File: config.mk
export PLATFORM = sky130hd
export DESIGN_NAME = security_alarm_ctrl
export DESIGN_NICKNAME = d
export VERILOG_FILES = /design/src/rtl/security_alarm_ctrl.sv
export SDC_FILE = /design/constraint.sdc
export NUM_CORES = 1
export LEC_CHECK = 0
export ABC_AREA = 1
export CAP_MARGIN = 20
export CORE_MARGIN = 2
export CORE_UTILIZATION = 54
export CTS_CLUSTER_DIAMETER = 50
export DETAILED_ROUTE_END_ITERATION = 16
export GPL_ROUTABILITY_DRIVEN = 0
export PLACE_DENSITY_LB_ADDON = 0.1
export SYNTH_ARGS = -nofsm -noshare
export SYNTH_HDL_FRONTEND = slang
export SYNTH_SLANG_ARGS = --single-unit
File: constraint.sdc
create_clock -name clock -period 2.2 [get_ports clock]
set_clock_uncertainty 0.15 [all_clocks]
set_input_delay 0.22 -clock clock [delete_from_list [all_inputs] [get_ports clock]]
set_output_delay 0.22 -clock clock [all_outputs]
set_load 0.005 [all_outputs]
File: src/rtl/security_alarm_ctrl.sv
// Multi-channel debounced alarm controller: arm/entry/alarm FSM with latched per-channel alarms.
// Optional pulsed siren drive is enabled by defining SIREN_PULSE_EN; otherwise siren follows alarm.
module security_alarm_ctrl #(
    parameter int unsigned       NUM_CH      = 4,
    parameter int unsigned       DEB_CYCLES  = 4,
    parameter int unsigned       ENTRY_DELAY = 16,
    parameter logic [NUM_CH-1:0] DELAY_MASK  = 4'b0010,
    parameter logic [NUM_CH-1:0] FIRE_MASK   = 4'b0001,
    parameter int unsigned       SIREN_HALF  = 8
) (
    input  logic              clock,
    input  logic              reset,
    input  logic              arm,
    input  logic              ack,
    input  logic [NUM_CH-1:0] sensor,
    output logic [NUM_CH-1:0] ch_state,
    output logic [NUM_CH-1:0] alarm_latch,
    output logic              alarm,
    output logic [1:0]        fsm_state,
    output logic              siren
);

    localparam int unsigned DW = $clog2(DEB_CYCLES + 1);
    localparam int unsigned EW = $clog2(ENTRY_DELAY + 1);

    if (NUM_CH < 1 || NUM_CH > 16 || DEB_CYCLES < 1 || ENTRY_DELAY < 1 || SIREN_HALF < 1)
    begin : g_bad_param
        $error("security_alarm_ctrl: parameter out of range");
    end

    typedef enum logic [1:0] {
        ST_DISARMED = 2'b00,
        ST_ARMED    = 2'b01,
        ST_ENTRY    = 2'b10,
        ST_ALARM    = 2'b11
    } state_t;

    state_t              state;
    logic [DW-1:0]       deb_cnt [NUM_CH];
    logic [NUM_CH-1:0]   ch_prev;
    logic [NUM_CH-1:0]   pending;
    logic [EW-1:0]       entry_cnt;

    logic [NUM_CH-1:0]   trip;
    logic [NUM_CH-1:0]   d_trip;
    logic                expire;
    logic [NUM_CH-1:0]   set_c;
    logic [NUM_CH-1:0]   clr_c;
    logic [NUM_CH-1:0]   latch_nxt;
    logic [NUM_CH-1:0]   pending_nxt;
    logic [EW-1:0]       entry_cnt_nxt;
    logic                alarm_nxt;

    assign fsm_state = state;

    // Per-channel debounce: flip after DEB_CYCLES consecutive differing samples
    always_ff @(posedge clock or posedge reset) begin
        if (reset) begin
            ch_state <= '0;
            ch_prev  <= '0;
            for (int i = 0; i < NUM_CH; i++) deb_cnt[i] <= '0;
        end else begin
            ch_prev <= ch_state;
            for (int i = 0; i < NUM_CH; i++) begin
                if (sensor[i] != ch_state[i]) begin
                    if (deb_cnt[i] == DW'(DEB_CYCLES - 1)) begin
                        ch_state[i] <= sensor[i];
                        deb_cnt[i]  <= '0;
                    end else begin
                        deb_cnt[i]  <= deb_cnt[i] + DW'(1);
                    end
                end else begin
                    deb_cnt[i] <= '0;
                end
            end
        end
    end

    // Latch set/clear and entry-delay bookkeeping; sets always win over clears
    always_comb begin
        trip          = ch_state & ~ch_prev;
        d_trip        = trip & DELAY_MASK & ~FIRE_MASK;
        expire        = (pending != '0) && arm && (entry_cnt <= EW'(1));
        set_c         = (trip & FIRE_MASK)
                      | (arm ? (trip & ~DELAY_MASK) : '0)
                      | (expire ? (pending | d_trip) : '0);
        clr_c         = '0;
        pending_nxt   = '0;
        entry_cnt_nxt = '0;
        if (state == ST_ALARM) begin
            if (!arm) clr_c = clr_c | ~FIRE_MASK;
            if (ack)  clr_c = clr_c | ~ch_state;
        end
        latch_nxt = (alarm_latch & ~clr_c) | set_c;
        alarm_nxt = |latch_nxt;
        if (arm) begin
            if (pending != '0) begin
                if (!expire) begin
                    pending_nxt   = pending | d_trip;
                    entry_cnt_nxt = entry_cnt - EW'(1);
                end
            end else if (state == ST_ARMED && d_trip != '0) begin
                pending_nxt   = d_trip;
                entry_cnt_nxt = EW'(ENTRY_DELAY);
            end
        end
    end

    // Arm/entry/alarm state machine with registered outputs
    always_ff @(posedge clock or posedge reset) begin
        if (reset) begin
            state       <= ST_DISARMED;
            alarm_latch <= '0;
            alarm       <= 1'b0;
            pending     <= '0;
            entry_cnt   <= '0;
        end else begin
            alarm_latch <= latch_nxt;
            alarm       <= alarm_nxt;
            pending     <= pending_nxt;
            entry_cnt   <= entry_cnt_nxt;
            if (set_c != '0) begin
                state <= ST_ALARM;
            end else begin
                unique case (state)
                    ST_DISARMED: if (arm) state <= ST_ARMED;
                    ST_ARMED: begin
                        if (!arm && alarm_latch == '0) state <= ST_DISARMED;
                        else if (pending_nxt != '0)    state <= ST_ENTRY;
                    end
                    ST_ENTRY: if (!arm) state <= ST_DISARMED;
                    ST_ALARM: begin
                        if (latch_nxt == '0) begin
                            if (pending_nxt != '0) state <= ST_ENTRY;
                            else if (arm)          state <= ST_ARMED;
                            else                   state <= ST_DISARMED;
                        end
                    end
                    default: state <= ST_DISARMED;
                endcase
            end
        end
    end

`ifdef SIREN_PULSE_EN
    localparam int unsigned SW = $clog2(SIREN_HALF + 1);
    logic [SW-1:0] siren_cnt;

    // Square-wave siren, high on the edge alarm rises
    always_ff @(posedge clock or posedge reset) begin
        if (reset) begin
            siren     <= 1'b0;
            siren_cnt <= '0;
        end else if (!alarm_nxt) begin
            siren     <= 1'b0;
            siren_cnt <= '0;
        end else if (!alarm) begin
            siren     <= 1'b1;
            siren_cnt <= '0;
        end else if (siren_cnt == SW'(SIREN_HALF - 1)) begin
            siren     <= ~siren;
            siren_cnt <= '0;
        end else begin
            siren_cnt <= siren_cnt + SW'(1);
        end
    end
`else
    always_ff @(posedge clock or posedge reset) begin
        if (reset) siren <= 1'b0;
        else       siren <= alarm_nxt;
    end
`endif

endmodule

Word level (Yosys, flattened, before mapping) --
Index checks and enable logic that the tools add are counted. W data, S select, Z words.
Word-level totals: latch bits 0, memories kept 0, bits of input ports 8, logic and storage cells 93, bits in registers 36, output and inout bits 12, bits in writable memories 0, ROM bits 0
Cells by class: bitwise logic cells 10, $add $sub $neg 5, multiplexer cells 31, reductions and logical operators 17, shift-type cells 0, equality and inequality tests 15, $mul 0, divide/modulo/power cells 0, magnitude comparators 1
Operator list (number):
- $mux W4 | 9
- $mux W3 | 8
- $mux W5 | 4
- $mux W2 | 8
- $add A3 B1 Y3 const B | 4
- $eq A3 B2 Y1 const B | 4
- $not A4 Y4 | 3
- $or A4 B4 Y4 | 3
- $reduce_bool A4 Y1 | 3
- $and A4 B4 Y4 | 2
- $logic_not A4 Y1 | 2
- $pmux W2 S4 | 1
- $reduce_and A2 Y1 | 4
- $ne A3 B3 Y1 const B | 2
- $le A5 B1 Y1 const B | 1
- $sub A5 B1 Y5 const B | 1
- $eq A2 B2 Y1 const B | 2
- $logic_and A1 B1 Y1 | 4
- $ne A1 B1 Y1 | 4
- $ne A4 B1 Y1 const B | 1
- $or A1 B4 Y4 | 1
- $or A4 B2 Y4 | 1
- $reduce_and A4 Y1 | 1
- $reduce_or A4 Y1 | 1
- 5 further kinds | 5

Logic depth before layout (Yosys ltp) --
Gate-level depths: netlist of run 1.
depth after elaboration 12, depth in mapped cells 12, mapped depth without buffers 12

Worst setup path before layout of run 1 --
Ideal clock, no wire load.
path type register to register, from register entry_cnt[0], to register state[0] (netlist: fsm_state[0]), setup time 120 ps, path buffers 0, required time 1930 ps, arrival 1387 ps, stages on the path, launching flop included 12, clock period less this slack 1656 ps, slack 544 ps, path through dfrtp_1 ha_1 nor2_4 nor2_8 nand3_1 nand3_2 nor2_2 nand2_2 nand2_2 nand3_1 nand2_1 nand2_1
Between the ends: elaborated cells on any way between the ends 20, classes of those cells 1 x order compare; 4 x eq/ne; 8 x mux; 2 x bitwise; 5 x reduce/logical
RTL lines:
- from (decl) | line 42 | logic [EW-1:0] entry_cnt;
- from (signal assigned) | line 121 | entry_cnt <= entry_cnt_nxt;
- $le A5 B1 Y1 | line 83 | expire = (pending != '0) && arm && (entry_cnt <= EW'(1));
- $logic_and A1 B1 Y1 | line 83
- $mux W4 | line 86 | | (expire ? (pending | d_trip) : '0);
- $or A4 B4 Y4 | line 86
- $or A4 B4 Y4 | line 94 | latch_nxt = (alarm_latch & ~clr_c) | set_c;
- named net latch_nxt[2] | line 49 | logic [NUM_CH-1:0] latch_nxt;
- $logic_not A4 Y1 | line 133 | if (latch_nxt == '0) begin
- $ne A3 B1 Y1 (no line)
- $reduce_and A4 Y1 (no line)
- to (signal assigned) | line 134 | if (pending_nxt != '0) state <= ST_ENTRY;
- to (signal assigned) | line 135 | else if (arm) state <= ST_ARMED;
- to (signal assigned) | line 136 | else state <= ST_DISARMED;
- to (decl) | line 38 | state_t state;
The timed path passes the listed nets, and every way through them passes these cells. The select of a mux whose other input is x is not followed. A chain may end at the register's enable or synchronous reset.

Worst setup path in the final report of run 1 --
from register entry_cnt[0], to register state[1] (netlist: fsm_state[1])
The elaborated chain is that of the path after synthesis.

==> impl_summary.log, run 1 <==
[metrics] largest vdd supply drop: 0.000623 V
[metrics] Post-Synthesis Cells: 175
[metrics] cell taking the most area after synthesis: dfrtp_1
[metrics] start-to-end type of the worst setup path: flop to flop
[metrics] startpoint kind of the worst setup timing path: flop
[metrics] CTS buffer count: 5
[metrics] maximum buffer depth of the clock tree: 2
[metrics] detailed-routing iteration count for the pre-antenna-repair pass: 4
[metrics] Routed wire per std cell: 13.2 um
[metrics] chain of cells forming the critical path: ha_1 -> nor2_4 -> nor2_8 -> nand3_1 -> nand3_2 -> nor2_2 -> nand2_2 -> nand2_2 -> nand3_1 -> nand2_1 -> nand2_1
[metrics] cell row count: 20
[metrics] total setup violations reported at the end of the flow: 0
[metrics] area used by multi-input combinational logic: 689 um2
[metrics] I/O pins: 20
[metrics] number of failing hold endpoints at the final stage: 0
[metrics] Post-synth top flop: dfrtp_1
[metrics] hpwl dp: 2330 um
[metrics] buffers inserted by post-CTS timing repair: 0
[metrics] Leak: 0.960 nW
[metrics] Final Max Tran Viols: 0
[metrics] setup repair after global routing missed its margin: no
[metrics] slew at the pin closest to its max-slew limit: 489 ps
[metrics] level count of the clock H-tree: 2
[metrics] largest incremental delay on the critical path: 430 ps
[metrics] core region area: 0.00300 mm2
[metrics] number of buffers and inverters on the critical path: 0
[metrics] clk root buf: clkbuf_4
[metrics] Worst EP arrival: 1880 ps
[metrics] final setup slack of the worst path: 398 ps
[metrics] most instantiated cells after synthesis: dfrtp_1 (36), nor2_1 (25), inv_1 (21)
[metrics] number of global-route vias before repair: 1,234
[metrics] fraction of layout instances using a drive strength above 1: 14.9%
[metrics] combined global-route utilization of all metal layers: 20.3%
[metrics] endpoint of the worst register-to-register path: fsm_state[1]
[metrics] drt drc: 0
[metrics] setup slack after placement: 277 ps
[metrics] number of synthesized register bits: 36
[metrics] fraction of the cycle the final worst path needs: 81.9%
[metrics] instance count after placement with tap cells included: 227
[metrics] CTS clk-pin slew, worst paths: 100 ps
[metrics] CTS hold repair buffers: 0
[metrics] total via count after detailed routing: 1,226
[metrics] number of nets in the final layout: 215
[metrics] count of distinct cell types in the synthesized netlist: 28
[metrics] post-cts gate resize count: 0
[metrics] total stage count of the critical path: 11
[metrics] layout-stage area growth over the synthesis result: 17.6%
[metrics] effective utilization at floorplan: 56.1%
[metrics] quantity of I/O buffers inserted on ports: 19
[metrics] Hold Worst Slack: 120 ps
[metrics] origin of the critical flop-to-flop path: entry_cnt[0]
[metrics] leading post-synthesis cells by cell area: dfrtp_1 (53%), nor2_1 (5.6%), inv_1 (4.7%)
[metrics] cell depth of the worst flop-to-flop path: 11
[metrics] width of the chip: 59.8 um
[metrics] outcome: finished, final reports clean
[metrics] final-layout setup total negative slack: 0 ps
[metrics] Netlist Area Pre-Place: 0.00168 mm2
[metrics] number of vias per cell: 5.24
[metrics] PD cells: 1100 mW/mm2
[metrics] number of nets with antenna violations after routing: 0
[metrics] largest fanout on the critical path: 5
[metrics] reported max-cap violation count: 0
[metrics] die height: 59.8 um
[metrics] endpoint required time on the critical path: 2280 ps
[metrics] fill cell total of the finished layout: 271
[metrics] Setup crit end kind: flop
[metrics] total gr overflow: 0
[metrics] Seq. cell area: 901 um2
[metrics] worst slew margin relative to its limit: 67.2%
[metrics] mean post-synth cell area: 9.62 um2
[metrics] pin count of the biggest net entering global routing: 37
[metrics] cell class contributing the biggest share of worst-path delay: simple AND/OR/NAND/NOR gates
[metrics] CTS tree: yes
[metrics] Routed Wire Length: 3080 um
[metrics] proportion of synthesized chip area in sequential cells: 53.5%
[metrics] first-pass GRT wire length: 5220 um
[metrics] most instantiated library cell after synthesis: dfrtp_1
[metrics] Yosys warnings: 0
[metrics] async set or reset register ratio after synthesis: 100%
[metrics] Critical-path top delay cell: dfrtp_1
[metrics] number of antenna diodes: 0
[metrics] area share of the largest cell type after synthesis: 53.5%
[metrics] number of antenna violations at the first check in global routing: 0
[metrics] number of enable-type register cells in the synthesized netlist: 0
[metrics] Detailed Route Iter0 Violations: 72
[metrics] insertion delay to the later sink of the worst-skew pair: 330 ps
[metrics] final critical path time including I/O delays and setup: 1800 ps
[metrics] highest achievable clock rate: 0.555 GHz
[metrics] register-to-register setup slack: 400 ps
[metrics] DIE AREA: 0.00358 mm2
[metrics] synthesized netlist net count: 189
[metrics] path type of the worst min-delay path: input pin to asynchronous set/reset pin
[metrics] # clock sinks: 36
[metrics] final cell count without fillers: 234
-- where the power goes --
part / total [mW] / internal, mW / switching [mW] / leakage (nW)
Combinational: 0.810 / 0.399 / 0.412 / 0.468
Sequential: 0.981 / 0.843 / 0.139 / 0.455
Clock: 0.391 / 0.181 / 0.210 / 0.0374
-- flip-flops by register name, indices dropped and copies added (netlist names) --
name,cells
ch_state,4
entry_cnt,5
alarm_latch,4
pending,4
siren,1
deb_cnt,12
ch_prev,4
fsm_state,2
-- layer usage --
layer  GRT usage [%]  routed length (um)
met5               0                   0
met4            10.8                  62
met3            5.84                 110
met2            33.7                1600
met1            23.7                1310
-- cell type report --
| cell class | count | share of cell area [%] |
|---|---|---|
| Multi-Input combinational cell | 115 | 34.8 |
| Inverter | 23 | 4.36 |
| Timing Repair Buffer | 20 | 9.98 |
| Sequential cell | 36 | 45.5 |
| Clock buffer | 7 | 3.28 |
| Tap cell | 33 | 2.08 |
-- metrics by stage --
stage | area [um2] | util, % | power (mW)
5_1_grt | 1980 | 66.0 | 2.36
2_1_floorplan | 1680 | - | 1.49
3_5_place_dp | 1920 | 63.8 | 1.81
3_3_place_gp | 1920 | 63.8 | 1.75
6_report | 1980 | 66.0 | 2.18
4_1_cts | 1980 | 66.0 | 2.20
-- cell usage in the layout (no fill, tap or decap), drive strengths merged --
cell / n
xnor2: 6
dfrtp: 36
nor3: 6
nor3b: 3
inv: 23
or2: 3
clkdlybuf4s50: 19
a31oi: 2
a21boi: 1
a21oi: 9
nand2: 25
nor2: 32
buf: 1
clkbuf: 7
ha: 6
o21ai: 9
nand3: 12
nand4: 1
-- cells by family (layout without fill, tap and decap cells) --
kind of cell               after synthesis  in the layout  synth area share, %
AOI/OAI and AO/OA                       21             21                 7.65
xor gates and xnor gates                 6              6                 3.12
adders and majority gates                6              6                 4.46
buffers and inverters                   24             50                 5.57
DFF                                     36             36                 53.5
and+or+nand+nor                         82             82                 25.7
-- how the worst max path moves through the flow --
stage / from / end / slack [ps]
after detailed placement: arm / fsm_state[1] / 280
after floorplan: entry_cnt[0] / fsm_state[0] / 540
after CTS: entry_cnt[0] / fsm_state[0] / 400
after global placement: arm / fsm_state[1] / 340
final: entry_cnt[0] / fsm_state[1] / 400
after global routing: entry_cnt[0] / fsm_state[1] / 230
-- worst register-to-register path, cell delays in order (launching register included) --
cell and delay [ps]:
dfrtp_1 430, ha_1 240, nor2_4 180, nor2_8 50, nand3_1 130, nand3_2 90
nor2_2 120, nand2_2 60, nand2_2 60, nand3_1 60, nand2_1 70, nand2_1 50
No activity file was read; power rests on OpenSTA's default activity.
==> run 2, diff against run 1 <==
CORE_UTILIZATION = 49   (was 54)
clock period = 1.5 ns   (was 2.2 ns; I/O delays follow)
==> impl_summary.log, run 2 (synthesized netlist as in run 1, its figures left out) <==
[metrics] CTS hold repair buffers: 0
[metrics] reported max-cap violation count: 0
[metrics] commonest cells after routing, fill and taps aside: dfrtp_1 (36), buf_4 (27), nor2_1 (24)
[metrics] quantity of I/O buffers inserted on ports: 19
[metrics] final setup slack of the worst path: -203 ps
[metrics] number of nets in the final layout: 246
[metrics] core region area: 0.00331 mm2
[metrics] effective utilization at floorplan: 50.9%
[metrics] total via count after detailed routing: 1,334
[metrics] Detailed Route Iter0 Violations: 69
[metrics] total setup violations reported at the end of the flow: 10
[metrics] pin count of the biggest net entering global routing: 37
[metrics] number of antenna diodes: 0
[metrics] worst slew margin relative to its limit: 65.5%
[metrics] combined global-route utilization of all metal layers: 20.5%
[metrics] # clock sinks: 36
[metrics] Largest register FFs: 12
[metrics] number of failing hold endpoints at the final stage: 0
[metrics] number of global-route vias before repair: 1,424
[metrics] total gr overflow: 0
[metrics] slew at the pin closest to its max-slew limit: 515 ps
[metrics] biggest registers after layout: deb_cnt: 12 flops, entry_cnt: 5 flops
[metrics] layout-stage area growth over the synthesis result: 36.8%
[metrics] DIE AREA: 0.00392 mm2
[metrics] number of nets with antenna violations after routing: 0
[metrics] outcome: finished, violations left
[metrics] Met2 Wirelength: 1820 um
[metrics] Setup crit end kind: flop
[metrics] Final Max Tran Viols: 0
[metrics] insertion delay to the later sink of the worst-skew pair: 330 ps
[metrics] number of antenna violations at the first check in global routing: 0
[metrics] first-pass GRT wire length: 6220 um
[metrics] Routed met3 length: 88 um
[metrics] fraction of the cycle the final worst path needs: 114%
[metrics] Worst EP arrival: 1770 ps
[metrics] PD cells: 1510 mW/mm2
[metrics] number of vias per cell: 4.78
[metrics] clk root buf: clkbuf_4
[metrics] setup slack after placement: -344 ps
[metrics] summed area of non-filler cells in the final layout: 0.00230 mm2
[metrics] largest fanout on the critical path: 5
[metrics] highest achievable clock rate: 0.587 GHz
[metrics] largest incremental delay on the critical path: 410 ps
[metrics] CTS tree: yes
[metrics] largest vdd supply drop: 0.000919 V
[metrics] setup repair after global routing missed its margin: yes
[metrics] startpoint kind of the worst setup timing path: flop
[metrics] CTS clk-pin slew, worst paths: 100 ps
[metrics] endpoint required time on the critical path: 1570 ps
[metrics] Routed Wire Length: 3420 um
[metrics] routed length on met1: 1440 um
[metrics] chain of cells forming the critical path: buf_4 -> nor2_4 -> nor2_4 -> nor2_8 -> nand2_2 -> o21ai_4 -> a21boi_2 -> or2_0 -> nand2_1 -> nand2_1
[metrics] I/O pins: 20
[metrics] die height: 62.6 um
[metrics] width of the chip: 62.6 um
[metrics] level count of the clock H-tree: 2
[metrics] fraction of layout instances using a drive strength above 1: 30.0%
[metrics] switching power summed over all nets: 1.21 mW
[metrics] final-layout setup total negative slack: -1010 ps
[metrics] detailed-routing iteration count for the pre-antenna-repair pass: 4
[metrics] drt drc: 0
[metrics] maximum buffer depth of the clock tree: 2
[metrics] cell area after placement: 0.00213 mm2
[metrics] power share of the sequential group: 39.5%
[metrics] violated checks: setup timing
[metrics] fraction of power consumed by combinational cells: 45.3%
[metrics] path type of the worst min-delay path: input pin to asynchronous set/reset pin
[metrics] CTS buffer count: 5
[metrics] Sw Share: 34.8%
[metrics] start-to-end type of the worst setup path: flop to flop
[metrics] largest register by flop count: deb_cnt
[metrics] hpwl dp: 2430 um
[metrics] highest metal used: met4
[metrics] cell row count: 21
[metrics] most common cell after layout, fill and taps aside: dfrtp_1
[metrics] Routed wire per std cell: 12.2 um
[metrics] Leak: 1.14 nW
[metrics] final critical path time including I/O delays and setup: 1700 ps
[metrics] fraction of power consumed by the clock network: 15.3%
[metrics] Critical-path top delay cell: dfrtp_1
[metrics] internal power: 2.27 mW
==> run 2: cell count changes in the layout (fill, tap and decap cells not counted), sizes merged <==
cell           before  now
buf                 1   32
clkbuf              7    8
clkdlybuf4s15       0    1
clkdlybuf4s50      19    7
dlygate4sd2         0   10
dlymetal6s2s        0    1
==> run 2: cell type report <==
cell class	instances	area, um2
Fill cell	276	1010
Sequential cell	36	901
Multi-Input combinational cell	115	753
Timing Repair Buffer	51	448
Inverter	23	86.3
Clock buffer	8	58.8
Tap cell	46	57.6
==> run 2: final timing paths <==
check,startpoint,end,slack (ps),depth (start not counted)
max,entry_cnt[1],fsm_state[1],-200,10
min,reset,deb_cnt[4],10,3
max reg2reg,entry_cnt[1],fsm_state[1],-200,10
min reg2reg,deb_cnt[0],deb_cnt[0],290,1
max in group asynchronous,reset,ch_state[3],1010,3
min in group clock,deb_cnt[0],deb_cnt[0],290,1
==> run 2: metrics by stage <==
stage	hold WS, ps	cells	total power [mW]	util (%)
floorplan	121	175	2.19	-
global placement	273	263	2.81	64.4
detailed placement	285	263	2.90	64.4
CTS	5.70	279	3.48	68.8
global route	5.98	279	3.79	69.6
finish	14.1	279	3.48	69.6
==> run 2: worst max-delay path: cells and delay by family, from the launching register on <==
kind	cells	cell delay, ps
simple gates	7	700
flops	1	410
compound gates	2	180
buf+inv	1	160
==> run 2: repair_timing <==
action                                  CTS  global route
gates resized for setup                  20             7
setup buffers                             8             0
pin swaps                                 2             2
endpoints found under the setup margin   23            17
endpoints found under the hold margin     0             0
==> run 2: power groups by stage <==
stage | Clock, mW | Combinational (mW) | Sequential [mW]
detailed placement | 0 | 1.50 | 1.40
global placement | 0 | 1.43 | 1.38
global route | 0.611 | 1.77 | 1.41
finish | 0.533 | 1.58 | 1.37
CTS | 0.555 | 1.55 | 1.37
floorplan | 0 | 0.771 | 1.42
==> run 2: routing by layer <==
metal	GRT usage (%)	vias up
met2	35.9	20
li1	-	670
met1	23.8	636
met3	5.59	8
met4	7.78	0
met5	0	-
==> run 3, diff against run 2 <==
ABC_CLOCK_PERIOD_IN_PS = 1500   (was default)
==> results of run 3 <==
Same layout as run 2: the final DEF is identical, and so are final timing and power.
